### src/rtl/id_ex_stage_reg_if.sv
// ID -> EX pipeline bus: decoded instruction from ID, registered copy toward EX,
// MEM-stage writeback info for hazard detection, and the stall/perf outputs.
interface id_ex_stage_reg_if #(
  parameter int WIDTH = 32,
  parameter int CNT_W = 16
);
  logic             freeze;
  logic             flush;
  logic             valid_in;
  logic [WIDTH-1:0] pc_in;
  logic [WIDTH-1:0] val_rn_in;
  logic [WIDTH-1:0] val_rm_in;
  logic [3:0]       src1;
  logic [3:0]       src2;
  logic             use_src1;
  logic             two_src;
  logic [3:0]       dest_in;
  logic [3:0]       exe_cmd_in;
  logic             mem_r_en_in;
  logic             mem_w_en_in;
  logic             wb_en_in;
  logic             b_in;
  logic             s_in;
  logic             imm_in;
  logic [11:0]      shift_operand_in;
  logic [23:0]      signed_imm24_in;
  logic             c_in;
  logic [3:0]       mem_dest;
  logic             mem_wb_en;

  logic             hazard;
  logic [WIDTH-1:0] pc_out;
  logic [WIDTH-1:0] val_rn_out;
  logic [WIDTH-1:0] val_rm_out;
  logic [3:0]       src1_out;
  logic [3:0]       src2_out;
  logic [3:0]       dest_out;
  logic [3:0]       exe_cmd_out;
  logic             mem_r_en_out;
  logic             mem_w_en_out;
  logic             wb_en_out;
  logic             b_out;
  logic             s_out;
  logic             imm_out;
  logic             c_out;
  logic             valid_out;
  logic [11:0]      shift_operand_out;
  logic [23:0]      signed_imm24_out;
  logic [CNT_W-1:0] bubble_cnt;

  modport master (
    output freeze, flush, valid_in, pc_in, val_rn_in, val_rm_in, src1, src2,
           use_src1, two_src, dest_in, exe_cmd_in, mem_r_en_in, mem_w_en_in,
           wb_en_in, b_in, s_in, imm_in, shift_operand_in, signed_imm24_in,
           c_in, mem_dest, mem_wb_en,
    input  hazard, pc_out, val_rn_out, val_rm_out, src1_out, src2_out,
           dest_out, exe_cmd_out, mem_r_en_out, mem_w_en_out, wb_en_out,
           b_out, s_out, imm_out, c_out, valid_out, shift_operand_out,
           signed_imm24_out, bubble_cnt
  );

  modport slave (
    input  freeze, flush, valid_in, pc_in, val_rn_in, val_rm_in, src1, src2,
           use_src1, two_src, dest_in, exe_cmd_in, mem_r_en_in, mem_w_en_in,
           wb_en_in, b_in, s_in, imm_in, shift_operand_in, signed_imm24_in,
           c_in, mem_dest, mem_wb_en,
    output hazard, pc_out, val_rn_out, val_rm_out, src1_out, src2_out,
           dest_out, exe_cmd_out, mem_r_en_out, mem_w_en_out, wb_en_out,
           b_out, s_out, imm_out, c_out, valid_out, shift_operand_out,
           signed_imm24_out, bubble_cnt
  );
endinterface

### src/rtl/id_ex_stage_reg.sv
// ID/EX pipeline register with RAW hazard detection, bubble insertion,
// flush/freeze handling and a saturating bubble counter.
module id_ex_stage_reg #(
  parameter int WIDTH      = 32,
  parameter bit FORWARD_EN = 1'b0,
  parameter int CNT_W      = 16
) (
  input logic              clk,
  input logic              rst,
  id_ex_stage_reg_if.slave bus
);

  typedef struct packed {
    logic [WIDTH-1:0] pc;
    logic [WIDTH-1:0] val_rn;
    logic [WIDTH-1:0] val_rm;
    logic [3:0]       src1;
    logic [3:0]       src2;
    logic [3:0]       dest;
    logic [3:0]       exe_cmd;
    logic             mem_r_en;
    logic             mem_w_en;
    logic             wb_en;
    logic             b;
    logic             s;
    logic             imm;
    logic             c;
    logic             valid;
    logic [11:0]      shift_operand;
    logic [23:0]      signed_imm24;
  } stage_t;

  stage_t           stage_q;
  stage_t           stage_d;
  stage_t           incoming;
  logic [CNT_W-1:0] cnt_q;
  logic [CNT_W-1:0] cnt_d;

  logic [3:0] src_addr [2];
  logic [1:0] src_used;
  logic [1:0] ex_match;
  logic [1:0] mem_match;
  logic       hazard_raw;

  assign src_addr[0] = bus.src1;
  assign src_addr[1] = bus.src2;
  assign src_used    = {bus.two_src, bus.use_src1} & {2{bus.valid_in}};

  // With forwarding only a load in EX cannot be bypassed; without it any
  // pending writer in EX or MEM blocks the reader.
  generate
    for (genvar gi = 0; gi < 2; gi++) begin : g_src
      assign ex_match[gi]  = stage_q.valid & stage_q.wb_en
                           & (stage_q.dest == src_addr[gi])
                           & (FORWARD_EN ? stage_q.mem_r_en : 1'b1);
      assign mem_match[gi] = (FORWARD_EN == 1'b0) & bus.mem_wb_en
                           & (bus.mem_dest == src_addr[gi]);
    end
  endgenerate

  assign hazard_raw = |(src_used & (ex_match | mem_match));
  assign bus.hazard = hazard_raw & ~rst;

  always_comb begin
    incoming               = '0;
    incoming.pc            = bus.pc_in;
    incoming.val_rn        = bus.val_rn_in;
    incoming.val_rm        = bus.val_rm_in;
    incoming.src1          = bus.src1;
    incoming.src2          = bus.src2;
    incoming.dest          = bus.dest_in;
    incoming.exe_cmd       = bus.exe_cmd_in;
    incoming.mem_r_en      = bus.mem_r_en_in;
    incoming.mem_w_en      = bus.mem_w_en_in;
    incoming.wb_en         = bus.wb_en_in;
    incoming.b             = bus.b_in;
    incoming.s             = bus.s_in;
    incoming.imm           = bus.imm_in;
    incoming.c             = bus.c_in;
    incoming.valid         = bus.valid_in;
    incoming.shift_operand = bus.shift_operand_in;
    incoming.signed_imm24  = bus.signed_imm24_in;
  end

  // A bubble is the all-zero stage: no writeback, no memory access, no branch.
  always_comb begin
    stage_d = stage_q;
    cnt_d   = cnt_q;
    if (!bus.freeze) begin
      if (bus.flush) begin
        stage_d = '0;
      end else if (hazard_raw) begin
        stage_d = '0;
        if (cnt_q != {CNT_W{1'b1}}) begin
          cnt_d = cnt_q + CNT_W'(1);
        end
      end else if (!bus.valid_in) begin
        stage_d = '0;
      end else begin
        stage_d = incoming;
      end
    end
  end

  always_ff @(posedge clk or posedge rst) begin
    if (rst) begin
      stage_q <= '0;
      cnt_q   <= '0;
    end else begin
      stage_q <= stage_d;
      cnt_q   <= cnt_d;
    end
  end

  assign bus.pc_out            = stage_q.pc;
  assign bus.val_rn_out        = stage_q.val_rn;
  assign bus.val_rm_out        = stage_q.val_rm;
  assign bus.src1_out          = stage_q.src1;
  assign bus.src2_out          = stage_q.src2;
  assign bus.dest_out          = stage_q.dest;
  assign bus.exe_cmd_out       = stage_q.exe_cmd;
  assign bus.mem_r_en_out      = stage_q.mem_r_en;
  assign bus.mem_w_en_out      = stage_q.mem_w_en;
  assign bus.wb_en_out         = stage_q.wb_en;
  assign bus.b_out             = stage_q.b;
  assign bus.s_out             = stage_q.s;
  assign bus.imm_out           = stage_q.imm;
  assign bus.c_out             = stage_q.c;
  assign bus.valid_out         = stage_q.valid;
  assign bus.shift_operand_out = stage_q.shift_operand;
  assign bus.signed_imm24_out  = stage_q.signed_imm24;
  assign bus.bubble_cnt        = cnt_q;

endmodule

### src/flat_wrapper.sv
// flat-port wrapper written by rule: the top's interface ports become plain ports
module id_ex_stage_reg_flat 
#(
  parameter int WIDTH      = 32,
  parameter bit FORWARD_EN = 1'b0,
  parameter int CNT_W      = 16
)
  (clk, rst, bus_freeze, bus_flush, bus_valid_in, bus_pc_in, bus_val_rn_in, bus_val_rm_in, bus_src1, bus_src2, bus_use_src1, bus_two_src, bus_dest_in, bus_exe_cmd_in, bus_mem_r_en_in, bus_mem_w_en_in, bus_wb_en_in, bus_b_in, bus_s_in, bus_imm_in, bus_shift_operand_in, bus_signed_imm24_in, bus_c_in, bus_mem_dest, bus_mem_wb_en, bus_hazard, bus_pc_out, bus_val_rn_out, bus_val_rm_out, bus_src1_out, bus_src2_out, bus_dest_out, bus_exe_cmd_out, bus_mem_r_en_out, bus_mem_w_en_out, bus_wb_en_out, bus_b_out, bus_s_out, bus_imm_out, bus_c_out, bus_valid_out, bus_shift_operand_out, bus_signed_imm24_out, bus_bubble_cnt);
  id_ex_stage_reg_if #(.WIDTH(WIDTH), .CNT_W(CNT_W)) bus_i ();
  input logic clk;
  input logic rst;
  input wire logic [$bits(bus_i.freeze)-1:0] bus_freeze;
  input wire logic [$bits(bus_i.flush)-1:0] bus_flush;
  input wire logic [$bits(bus_i.valid_in)-1:0] bus_valid_in;
  input wire logic [$bits(bus_i.pc_in)-1:0] bus_pc_in;
  input wire logic [$bits(bus_i.val_rn_in)-1:0] bus_val_rn_in;
  input wire logic [$bits(bus_i.val_rm_in)-1:0] bus_val_rm_in;
  input wire logic [$bits(bus_i.src1)-1:0] bus_src1;
  input wire logic [$bits(bus_i.src2)-1:0] bus_src2;
  input wire logic [$bits(bus_i.use_src1)-1:0] bus_use_src1;
  input wire logic [$bits(bus_i.two_src)-1:0] bus_two_src;
  input wire logic [$bits(bus_i.dest_in)-1:0] bus_dest_in;
  input wire logic [$bits(bus_i.exe_cmd_in)-1:0] bus_exe_cmd_in;
  input wire logic [$bits(bus_i.mem_r_en_in)-1:0] bus_mem_r_en_in;
  input wire logic [$bits(bus_i.mem_w_en_in)-1:0] bus_mem_w_en_in;
  input wire logic [$bits(bus_i.wb_en_in)-1:0] bus_wb_en_in;
  input wire logic [$bits(bus_i.b_in)-1:0] bus_b_in;
  input wire logic [$bits(bus_i.s_in)-1:0] bus_s_in;
  input wire logic [$bits(bus_i.imm_in)-1:0] bus_imm_in;
  input wire logic [$bits(bus_i.shift_operand_in)-1:0] bus_shift_operand_in;
  input wire logic [$bits(bus_i.signed_imm24_in)-1:0] bus_signed_imm24_in;
  input wire logic [$bits(bus_i.c_in)-1:0] bus_c_in;
  input wire logic [$bits(bus_i.mem_dest)-1:0] bus_mem_dest;
  input wire logic [$bits(bus_i.mem_wb_en)-1:0] bus_mem_wb_en;
  output wire logic [$bits(bus_i.hazard)-1:0] bus_hazard;
  output wire logic [$bits(bus_i.pc_out)-1:0] bus_pc_out;
  output wire logic [$bits(bus_i.val_rn_out)-1:0] bus_val_rn_out;
  output wire logic [$bits(bus_i.val_rm_out)-1:0] bus_val_rm_out;
  output wire logic [$bits(bus_i.src1_out)-1:0] bus_src1_out;
  output wire logic [$bits(bus_i.src2_out)-1:0] bus_src2_out;
  output wire logic [$bits(bus_i.dest_out)-1:0] bus_dest_out;
  output wire logic [$bits(bus_i.exe_cmd_out)-1:0] bus_exe_cmd_out;
  output wire logic [$bits(bus_i.mem_r_en_out)-1:0] bus_mem_r_en_out;
  output wire logic [$bits(bus_i.mem_w_en_out)-1:0] bus_mem_w_en_out;
  output wire logic [$bits(bus_i.wb_en_out)-1:0] bus_wb_en_out;
  output wire logic [$bits(bus_i.b_out)-1:0] bus_b_out;
  output wire logic [$bits(bus_i.s_out)-1:0] bus_s_out;
  output wire logic [$bits(bus_i.imm_out)-1:0] bus_imm_out;
  output wire logic [$bits(bus_i.c_out)-1:0] bus_c_out;
  output wire logic [$bits(bus_i.valid_out)-1:0] bus_valid_out;
  output wire logic [$bits(bus_i.shift_operand_out)-1:0] bus_shift_operand_out;
  output wire logic [$bits(bus_i.signed_imm24_out)-1:0] bus_signed_imm24_out;
  output wire logic [$bits(bus_i.bubble_cnt)-1:0] bus_bubble_cnt;
  assign bus_i.freeze = bus_freeze;
  assign bus_i.flush = bus_flush;
  assign bus_i.valid_in = bus_valid_in;
  assign bus_i.pc_in = bus_pc_in;
  assign bus_i.val_rn_in = bus_val_rn_in;
  assign bus_i.val_rm_in = bus_val_rm_in;
  assign bus_i.src1 = bus_src1;
  assign bus_i.src2 = bus_src2;
  assign bus_i.use_src1 = bus_use_src1;
  assign bus_i.two_src = bus_two_src;
  assign bus_i.dest_in = bus_dest_in;
  assign bus_i.exe_cmd_in = bus_exe_cmd_in;
  assign bus_i.mem_r_en_in = bus_mem_r_en_in;
  assign bus_i.mem_w_en_in = bus_mem_w_en_in;
  assign bus_i.wb_en_in = bus_wb_en_in;
  assign bus_i.b_in = bus_b_in;
  assign bus_i.s_in = bus_s_in;
  assign bus_i.imm_in = bus_imm_in;
  assign bus_i.shift_operand_in = bus_shift_operand_in;
  assign bus_i.signed_imm24_in = bus_signed_imm24_in;
  assign bus_i.c_in = bus_c_in;
  assign bus_i.mem_dest = bus_mem_dest;
  assign bus_i.mem_wb_en = bus_mem_wb_en;
  assign bus_hazard = bus_i.hazard;
  assign bus_pc_out = bus_i.pc_out;
  assign bus_val_rn_out = bus_i.val_rn_out;
  assign bus_val_rm_out = bus_i.val_rm_out;
  assign bus_src1_out = bus_i.src1_out;
  assign bus_src2_out = bus_i.src2_out;
  assign bus_dest_out = bus_i.dest_out;
  assign bus_exe_cmd_out = bus_i.exe_cmd_out;
  assign bus_mem_r_en_out = bus_i.mem_r_en_out;
  assign bus_mem_w_en_out = bus_i.mem_w_en_out;
  assign bus_wb_en_out = bus_i.wb_en_out;
  assign bus_b_out = bus_i.b_out;
  assign bus_s_out = bus_i.s_out;
  assign bus_imm_out = bus_i.imm_out;
  assign bus_c_out = bus_i.c_out;
  assign bus_valid_out = bus_i.valid_out;
  assign bus_shift_operand_out = bus_i.shift_operand_out;
  assign bus_signed_imm24_out = bus_i.signed_imm24_out;
  assign bus_bubble_cnt = bus_i.bubble_cnt;
  id_ex_stage_reg #(.WIDTH(WIDTH), .FORWARD_EN(FORWARD_EN), .CNT_W(CNT_W)) u_core (.clk(clk), .rst(rst), .bus(bus_i));
endmodule
### config.mk
export PLATFORM = sky130hd
export DESIGN_NAME = id_ex_stage_reg_flat
export DESIGN_NICKNAME = d
export VERILOG_FILES = /design/src/rtl/id_ex_stage_reg_if.sv /design/src/rtl/id_ex_stage_reg.sv /design/src/flat_wrapper.sv
export SDC_FILE = /design/constraint.sdc
export NUM_CORES = 1
export LEC_CHECK = 0
export ABC_AREA = 1
export CAP_MARGIN = 40
export CELL_PAD_IN_SITES_DETAIL_PLACEMENT = 1
export CELL_PAD_IN_SITES_GLOBAL_PLACEMENT = 1
export CORE_MARGIN = 3
export CORE_UTILIZATION = 32
export DETAILED_ROUTE_END_ITERATION = 8
export PLACE_DENSITY = 0.85
export SYNTH_ARGS = -nofsm -noshare
export SYNTH_HDL_FRONTEND = slang
export SYNTH_SLANG_ARGS = --single-unit
export TNS_END_PERCENT = 100
### constraint.sdc
create_clock -name clk -period 13.6 [get_ports clk]
set_clock_uncertainty 0.15 [all_clocks]
set_input_delay 1.36 -clock clk [delete_from_list [all_inputs] [get_ports clk]]
set_output_delay 1.36 -clock clk [all_outputs]
set_load 0.1 [all_outputs]
==> metrics.md, run 1 <==
| Metric | Value |
|---|---|
| Count of cell types in the netlist | 18 |
| CP most frequent cell | nand2_1 |
| CP endpoint kind | output port |
| Synth Cell Area | 7470 sq um |
| Starting Density | 0.328 |
| Post-route setup TNS | 0 ns |
| Port bufs | 339 |
| First-pass GRT wire length | 64.7 mm |
| Ports | 340 |
| Routed WL per cell | 25.0 um |
| Final period util | 0.435 |
| HPWL Detailed | 30.9 mm |
| Resize count post-CTS | 0 |
| CTS Buf Count | 17 |
| Area contributors post-synth | dfrtp_1 (58%), nand2_1 (20%), nand3_1 (12%) |
| Post-CTS Setup Repair Bufs | 0 |
| Core area | 22,800 sq um |
| Final wirelength | 42.9 mm |
| Top-area cell type share of the netlist area | 0.576 |
| Setup crit start kind | input pin |
| Post-synth EDFFs | 0 |
| Die W | 159 um |
| Maximum VDD drop | 0.0842 mV |
| Largest net degree at the start of global routing | 81 |
| Asr flop ratio synth | 1.00 |
| Most frequent cells in the layout | nand2_1 (398), clkdlybuf4s50_1 (338), nand3_1 (173) |
| Top_reg_cell synth | dfrtp_1 |
| Clock latency on the worst-skew pair | 0.43 ns |
| Final Max Slew Viols | 0 |
| Post-synthesis sequential area ratio | 0.576 |
| H-tree levels | 4 |
| Total number of vias | 8,847 |
| # setup viols final | 0 |
| Initial antenna violation count | 12 |
| Area growth syn-to-layout | 106% |
| Status | completed |
| Nets | 1,547 |
| Syn avg cell area | 8.35 sq um |
| Mux contribution to synthesized area | 0 |
| Vias in the first global route | 10,300 |
| GRT Total Usage | 0.337 |
| Row cnt | 55 |
| Required @ worst endpoint | 12.09 ns |
| ANT nets after route | 0 |
| Post-Syn Instances | 894 |
| XOR/XNOR Fraction of Synth Area | 0.0106 |
| Clock Tree Root | clkbuf_16 |
| Largest stage delay, worst path | 0.65 ns |
| Overall Power | 1.62 mW |
| Share of layout cells above drive strength 1 | 0.159 |
| CTS tree | built |
| Worst Path Arrival | 4.41 ns |
| Slowest-stage cell, CP | clkdlybuf4s50_1 |
| Synth Area in Simple Gates | 0.347 |
| Drc violations | 0 |
| Global route overflow | 0 |
| Busiest grt layer | met2 |
| Critical path class | in2out |
| Starting DRT DRC Count | 515 |
| Max clock buf depth | 2 |
| Commonest non-fill, non-tap cell in the layout | nand2_1 |
| Worst relative slew slack | 0.391 |
| Routing usage on met1 | 0.316 |
| Final Critical Period | 5.92 ns |
| Met3 usage | 0.0660 |
| Synth Register Bits | 172 |
| Net Count, Synth | 1,062 |
| Placed cell areas | 14,700 sq um |
| Max-cap viol count | 0 |
| Final instance area | 15,400 sq um |
| Hold WC Path Type | reg2reg |
| Die area | 25,200 sq um |
| Met2 Use GR | 0.640 |
| Power per standard cell area | 106 nW/um^2 |
| Pre-antenna DRT Iters | 4 |
| Sink Count | 172 |
| Complex-gate fraction of the synthesized area | 0 |
| Crit-path max FO | 65 |
| Leakage | 7.36 nW |
| Cell chain of the critical path | clkdlybuf4s50_1, inv_1, nand2_1, nand2_1, nor2_1, nand3_1, nand2_1, nand2_1, nand2_4, inv_4, nor2_1, clkdlybuf4s50_1, buf_8 |
| Clk slew on worst S/H paths | 0.08 ns |
| Final Hold Fails | 0 |
| Slew @ Worst Pin | 0.914 ns |
| Post-CTS Hold Fix Bufs | 0 |
| Post-Synth Adder-Cell Area | 0.00168 |
| Die Span Y | 159 um |
| Yosys warning total | 0 |
| Vias per std cell | 5.15 |
| GPL Wtd Cong | 0.818 |
| Bufs and invs on worst path | 5 |
| Max Freq | 169 MHz |
| Main combinational cell family by area after synthesis | simple AND/OR/NAND/NOR gates |
| Yosys top cell by area | dfrtp_1 |
| Critical path's top delay family | buffers and inverters |
| Unrepaired setup endpoints after global routing | no |
## flip-flops by register name (all words and copies together) (netlist names), 12 cells and up
| register | count |
|---|---|
| u_core.bus.pc_out | 32 |
| u_core.bus.val_rm_out | 32 |
| u_core.bus.val_rn_out | 32 |
| u_core.bus.signed_imm24_out | 24 |
| u_core.bus.bubble_cnt | 16 |
| u_core.bus.shift_operand_out | 12 |
## layout make-up
type,instances,area [sq um]
Fill cell,2362,7400
Timing Repair Buffer,522,7200
Sequential cell,172,4300
Multi-Input combinational cell,628,2690
Clock buffer,18,429
Tap cell,313,392
Clock inverter,14,175
Inverter,38,150
Antenna cell,13,32.5
## cells in the mapped netlist, types with 3 or more instances
cell        n
nand2_1   398
nand3_1   173
dfrtp_1   172
inv_1      37
nor2_1     23
clkbuf_1   19
nand4_1    16
buf_6      15
buf_1      12
buf_2      10
xnor2_1     6
nor3_1      5
xor2_1      3
## cell families (layout without fill, tap and decap cells)
| kind of cell | count (synthesis) | in the layout |
|---|---|---|
| other cells | 0 | 13 |
| xor+xnor | 9 | 9 |
| flops | 172 | 172 |
| fa+ha+maj | 1 | 1 |
| simple gates | 618 | 618 |
| buf+inv | 94 | 592 |
## metrics by stage
step / util / hold slack [ns] / std cells / setup WS, ns
after floorplan: - / 0.812 / 894 / 7.43
after global placement: 0.482 / 0.311 / 1496 / 7.70
after detailed placement: 0.647 / 0.315 / 1673 / 7.81
after CTS: 0.674 / 0.335 / 1705 / 7.74
after global routing: 0.675 / 0.370 / 1718 / 7.64
final: 0.675 / 0.330 / 1718 / 7.68
## layer usage
| layer | vias up | part of all wire |
|---|---|---|
| li1 | 3815 | - |
| met1 | 4393 | 0.32 |
| met2 | 459 | 0.56 |
| met3 | 180 | 0.047 |
| met4 | 0 | 0.077 |
| met5 | - | 0 |
## worst reg2reg max path, cell delays in order, from the launching register on
cell     delay (ns)
dfrtp_1        0.46
inv_1          0.15
nand2_1        0.08
nand2_1        0.11
nor2_1         0.07
nand3_1        0.09
nand2_1        0.09
nand2_1        0.12
nand2_4        0.21
inv_4          0.57
buf_4          0.45
buf_16         0.31
nand3_1        0.28
nand2_1        0.15
## path summary, 6_finish.rpt
check | start | cells past startpoint | end | slack [ns]
max | bus_src1[1] | 13 | bus_hazard | 7.68
min | u_core.bus.pc_out[10]$_DFFE_PP0N_ | 2 | u_core.bus.pc_out[10]$_DFFE_PP0N_ | 0.33
max reg2reg | u_core.bus.dest_out[3]$_DFFE_PP0N_ | 13 | u_core.bus.src1_out[0]$_DFFE_PP0N_ | 10.24
min reg2reg | u_core.bus.pc_out[10]$_DFFE_PP0N_ | 2 | u_core.bus.pc_out[10]$_DFFE_PP0N_ | 0.33
max in group asynchronous | rst | 5 | u_core.bus.val_rn_out[6]$_DFFE_PP0N_ | 10.77
min in group asynchronous | rst | 2 | u_core.bus.val_rn_out[15]$_DFFE_PP0N_ | 1.18
## report_power, final
part / total (mW) / internal, mW / switching, mW
clock network: 0.515 / 0.280 / 0.235
registers: 0.562 / 0.538 / 0.0233
logic: 0.546 / 0.218 / 0.328
total: 1.62 / 1.04 / 0.586
No activity file was read; power rests on OpenSTA's default activity.
==> run 2, diff against run 1 <==
--- a/config.mk
+++ b/config.mk
@@ -10,9 +10,9 @@
 export CELL_PAD_IN_SITES_DETAIL_PLACEMENT = 1
 export CELL_PAD_IN_SITES_GLOBAL_PLACEMENT = 1
 export CORE_MARGIN = 3
-export CORE_UTILIZATION = 32
+export CORE_UTILIZATION = 27
 export DETAILED_ROUTE_END_ITERATION = 8
-export PLACE_DENSITY = 0.85
+export PLACE_DENSITY = 0.77
 export SYNTH_ARGS = -nofsm -noshare
 export SYNTH_HDL_FRONTEND = slang
 export SYNTH_SLANG_ARGS = --single-unit
==> constraint.sdc (replaced) <==
create_clock -name clk -period 5.3 [get_ports clk]
set_clock_uncertainty 0.15 [all_clocks]
set_input_delay 0.53 -clock clk [delete_from_list [all_inputs] [get_ports clk]]
set_output_delay 0.53 -clock clk [all_outputs]
set_load 0.1 [all_outputs]
==> run 2 against run 1 <==
Against the previous run: flip-flop and latch count stayed put; register-to-register slack worse by 7.7 ns; die area is 18% higher; power grew to 2.5 times the previous value; global-route usage is 8.9 points lower; largest cell class unchanged; largest power group unchanged; highest routed layer unchanged.
==> metrics.md, run 2 (synthesized netlist as in run 1, its figures left out) <==
| Metric | Value |
|---|---|
| Resize count post-CTS | 0 (unchanged) |
| Die W | 172 um (+8.5%) |
| Drc violations | 0 (unchanged) |
| Starting Density | 0.276 (-0.0523) |
| Hold WC Path Type | reg2reg |
| Hold Path Stages | 2 (unchanged) |
| Worst Path Arrival | 2.75 ns (-1.66 ns) |
| Worst relative slew slack | 0.397 (+0.00643) |
| Reg2Reg Depth | 12 (-1) |
| HPWL Detailed | 28.5 mm (-7.8%) |
| Largest net degree at the start of global routing | 109 (+35%) |
| Final Max Slew Viols | 0 (unchanged) |
| Required @ worst endpoint | 4.62 ns (-7.47 ns) |
| Max clock buf depth | 2 (unchanged) |
| Dpl ws | 1.86 ns (-5.96 ns) |
| Post-CTS Hold Fix Bufs | 0 (unchanged) |
| Multi-input logic area | 2690 sq um (unchanged) |
| Post-route setup TNS | 0 ns (unchanged) |
| Max-cap viol count | 0 (unchanged) |
| Clock power frac | 0.316 (-0.002) |
| Maximum VDD drop | 0.184 mV (+120%) |
| CTS Buf Count | 17 (unchanged) |
| GPL Wtd Cong | 0.769 (-6.0%) |
| Slew @ Worst Pin | 0.905 ns (-0.00964 ns) |
| Slowest-stage cell, CP | clkdlybuf4s50_1 |
| Commonest non-fill, non-tap cell in the layout | nand2_1 |
| Sequential power share | 0.351 (+0.005) |
| Net Switching | 1.42 mW (+140%) |
| Crit-path max FO | 50 (-23%) |
| Clk slew on worst S/H paths | 0.07 ns (about the same) |
| Total number of vias | 8,332 (-5.8%) |
| CP endpoint kind | output port |
| Final period util | 0.647 |
| Core area | 27,100 sq um (+19%) |
| Max Freq | 292 MHz |
| Final Critical Period | 3.43 ns |
| Vias in the first global route | 9,649 (-6.7%) |
| Global route overflow | 0 (unchanged) |
| Port bufs | 339 (unchanged) |
| Pint | 2.66 mW (+160%) |
| Critical path depth | 12 (-1) |
| Bufs and invs on worst path | 4 (-1) |
| Starting DRT DRC Count | 393 (-24%) |
| Largest stage delay, worst path | 0.54 ns (-0.11 ns) |
| Vias per std cell | 4.71 (-8.5%) |
| Final Hold Fails | 0 (unchanged) |
| Setup crit start kind | input pin |
| FILL cells | 2,875 (+22%) |
| Routed WL per cell | 21.0 um (-16%) |
| Critical path class | in2out |
| CP most frequent cell | nand2_1 |
| Register area | 4300 sq um (unchanged) |
| Initial antenna violation count | 6 (-6) |
| Power per standard cell area | 263 nW/um^2 (+150%) |
| Final worst slack | 1.87 ns (-5.81 ns) |
| First-pass GRT wire length | 55.6 mm (-14%) |
| Share of layout cells above drive strength 1 | 0.158 (-0.00110) |
| ANT nets after route | 0 (unchanged) |
| Die Span Y | 172 um (+8.5%) |
| Status | completed |
| Cell chain of the critical path | clkdlybuf4s50_1, inv_1, nand2_1, nand2_1, nor2_1, nand3_1, nand2_1, nand2_1, nand2_4, inv_4, nor2_1, buf_4 |
| GRT Total Usage | 0.248 (-0.0889) |
| Pre-antenna DRT Iters | 5 (+1) |
| CTS tree | built |
| H-tree levels | 4 (unchanged) |
| Final wirelength | 37.1 mm (-13%) |
| Unrepaired setup endpoints after global routing | no |
| Nets | 1,545 (-0.13%) |
| Clock Tree Root | clkbuf_16 |
| Worst reg-to-reg setup slack | 2.54 ns (-7.70 ns) |
| Area growth syn-to-layout | 107% |
| Switching Share | 0.348 (-0.0128) |
| Sink Count | 172 (unchanged) |
| Die area | 29,700 sq um (+18%) |
| Post-CTS Setup Repair Bufs | 0 (unchanged) |
| Ports | 340 (unchanged) |
| # setup viols final | 0 (unchanged) |
| Most frequent cells in the layout | nand2_1 (398), clkdlybuf4s50_1 (337), nand3_1 (173) |
| Row cnt | 60 (+9.1%) |
| Clock latency on the worst-skew pair | 0.42 ns (about the same) |
| Critical path's top delay family | buffers and inverters |
| Comb pwr share | 0.333 (-0.003) |
| Leakage | 7.36 nW (about the same) |
[run 2: worst paths after layout]
check	startpoint	end
worst max-delay path	bus_src2[0]	bus_hazard
worst min-delay path	u_core.bus.shift_operand_out[11]$_DFFE_PP0N_	u_core.bus.shift_operand_out[11]$_DFFE_PP0N_
worst max register to register	u_core.bus.dest_out[3]$_DFFE_PP0N_	u_core.bus.signed_imm24_out[15]$_DFFE_PP0N_
worst min register to register	u_core.bus.shift_operand_out[11]$_DFFE_PP0N_	u_core.bus.shift_operand_out[11]$_DFFE_PP0N_
max in group asynchronous	rst	u_core.bus.pc_out[25]$_DFFE_PP0N_
min in group asynchronous	rst	u_core.bus.signed_imm24_out[11]$_DFFE_PP0N_
[run 2: stage by stage]
stage / std cells / total power, mW / hold WS (ns) / utilization / cell area (sq um)
floorplan: 894 / 2.10 / 0.518 / - / 7470
global placement: 1556 / 2.43 / 0.311 / 0.408 / 11100
detailed placement: 1730 / 2.82 / 0.315 / 0.549 / 14900
CTS: 1761 / 4.12 / 0.334 / 0.571 / 15500
global route: 1768 / 4.22 / 0.358 / 0.572 / 15500
finish: 1769 / 4.08 / 0.332 / 0.572 / 15500
[run 2: area by class of cell]
class | count | area share
Timing Repair Buffer | 520 | 0.469
Multi-Input combinational cell | 628 | 0.174
Sequential cell | 172 | 0.278
Clock inverter | 11 | 0.00864
Tap cell | 372 | 0.0300
Clock buffer | 20 | 0.0295
Antenna cell | 8 | 0.00129
Inverter | 38 | 0.00961
[run 2: tightest hold or removal path, stage by stage (launching register included)]
cell and delay [ns]:
dfrtp_1 0.35, nand2_1 0.05, nand2_1 0.05
[run 2: metal layers]
layer	wire length [um]	global-route usage	vias to the layer above
li1	-	-	3803
met1	12600	0.249	4168
met2	21200	0.483	274
met3	1470	0.0414	87
met4	1840	0.132	0
met5	0	0	-
[run 2: power groups by stage]
| stage | registers, mW | clock network, mW | logic [mW] |
|---|---|---|---|
| 2_1_floorplan | 1.96 | 0 | 0.137 |
| 3_3_place_gp | 1.45 | 0 | 0.980 |
| 3_5_place_dp | 1.46 | 0 | 1.36 |
| 4_1_cts | 1.43 | 1.32 | 1.37 |
| 5_1_grt | 1.44 | 1.37 | 1.40 |
| 6_report | 1.43 | 1.29 | 1.36 |
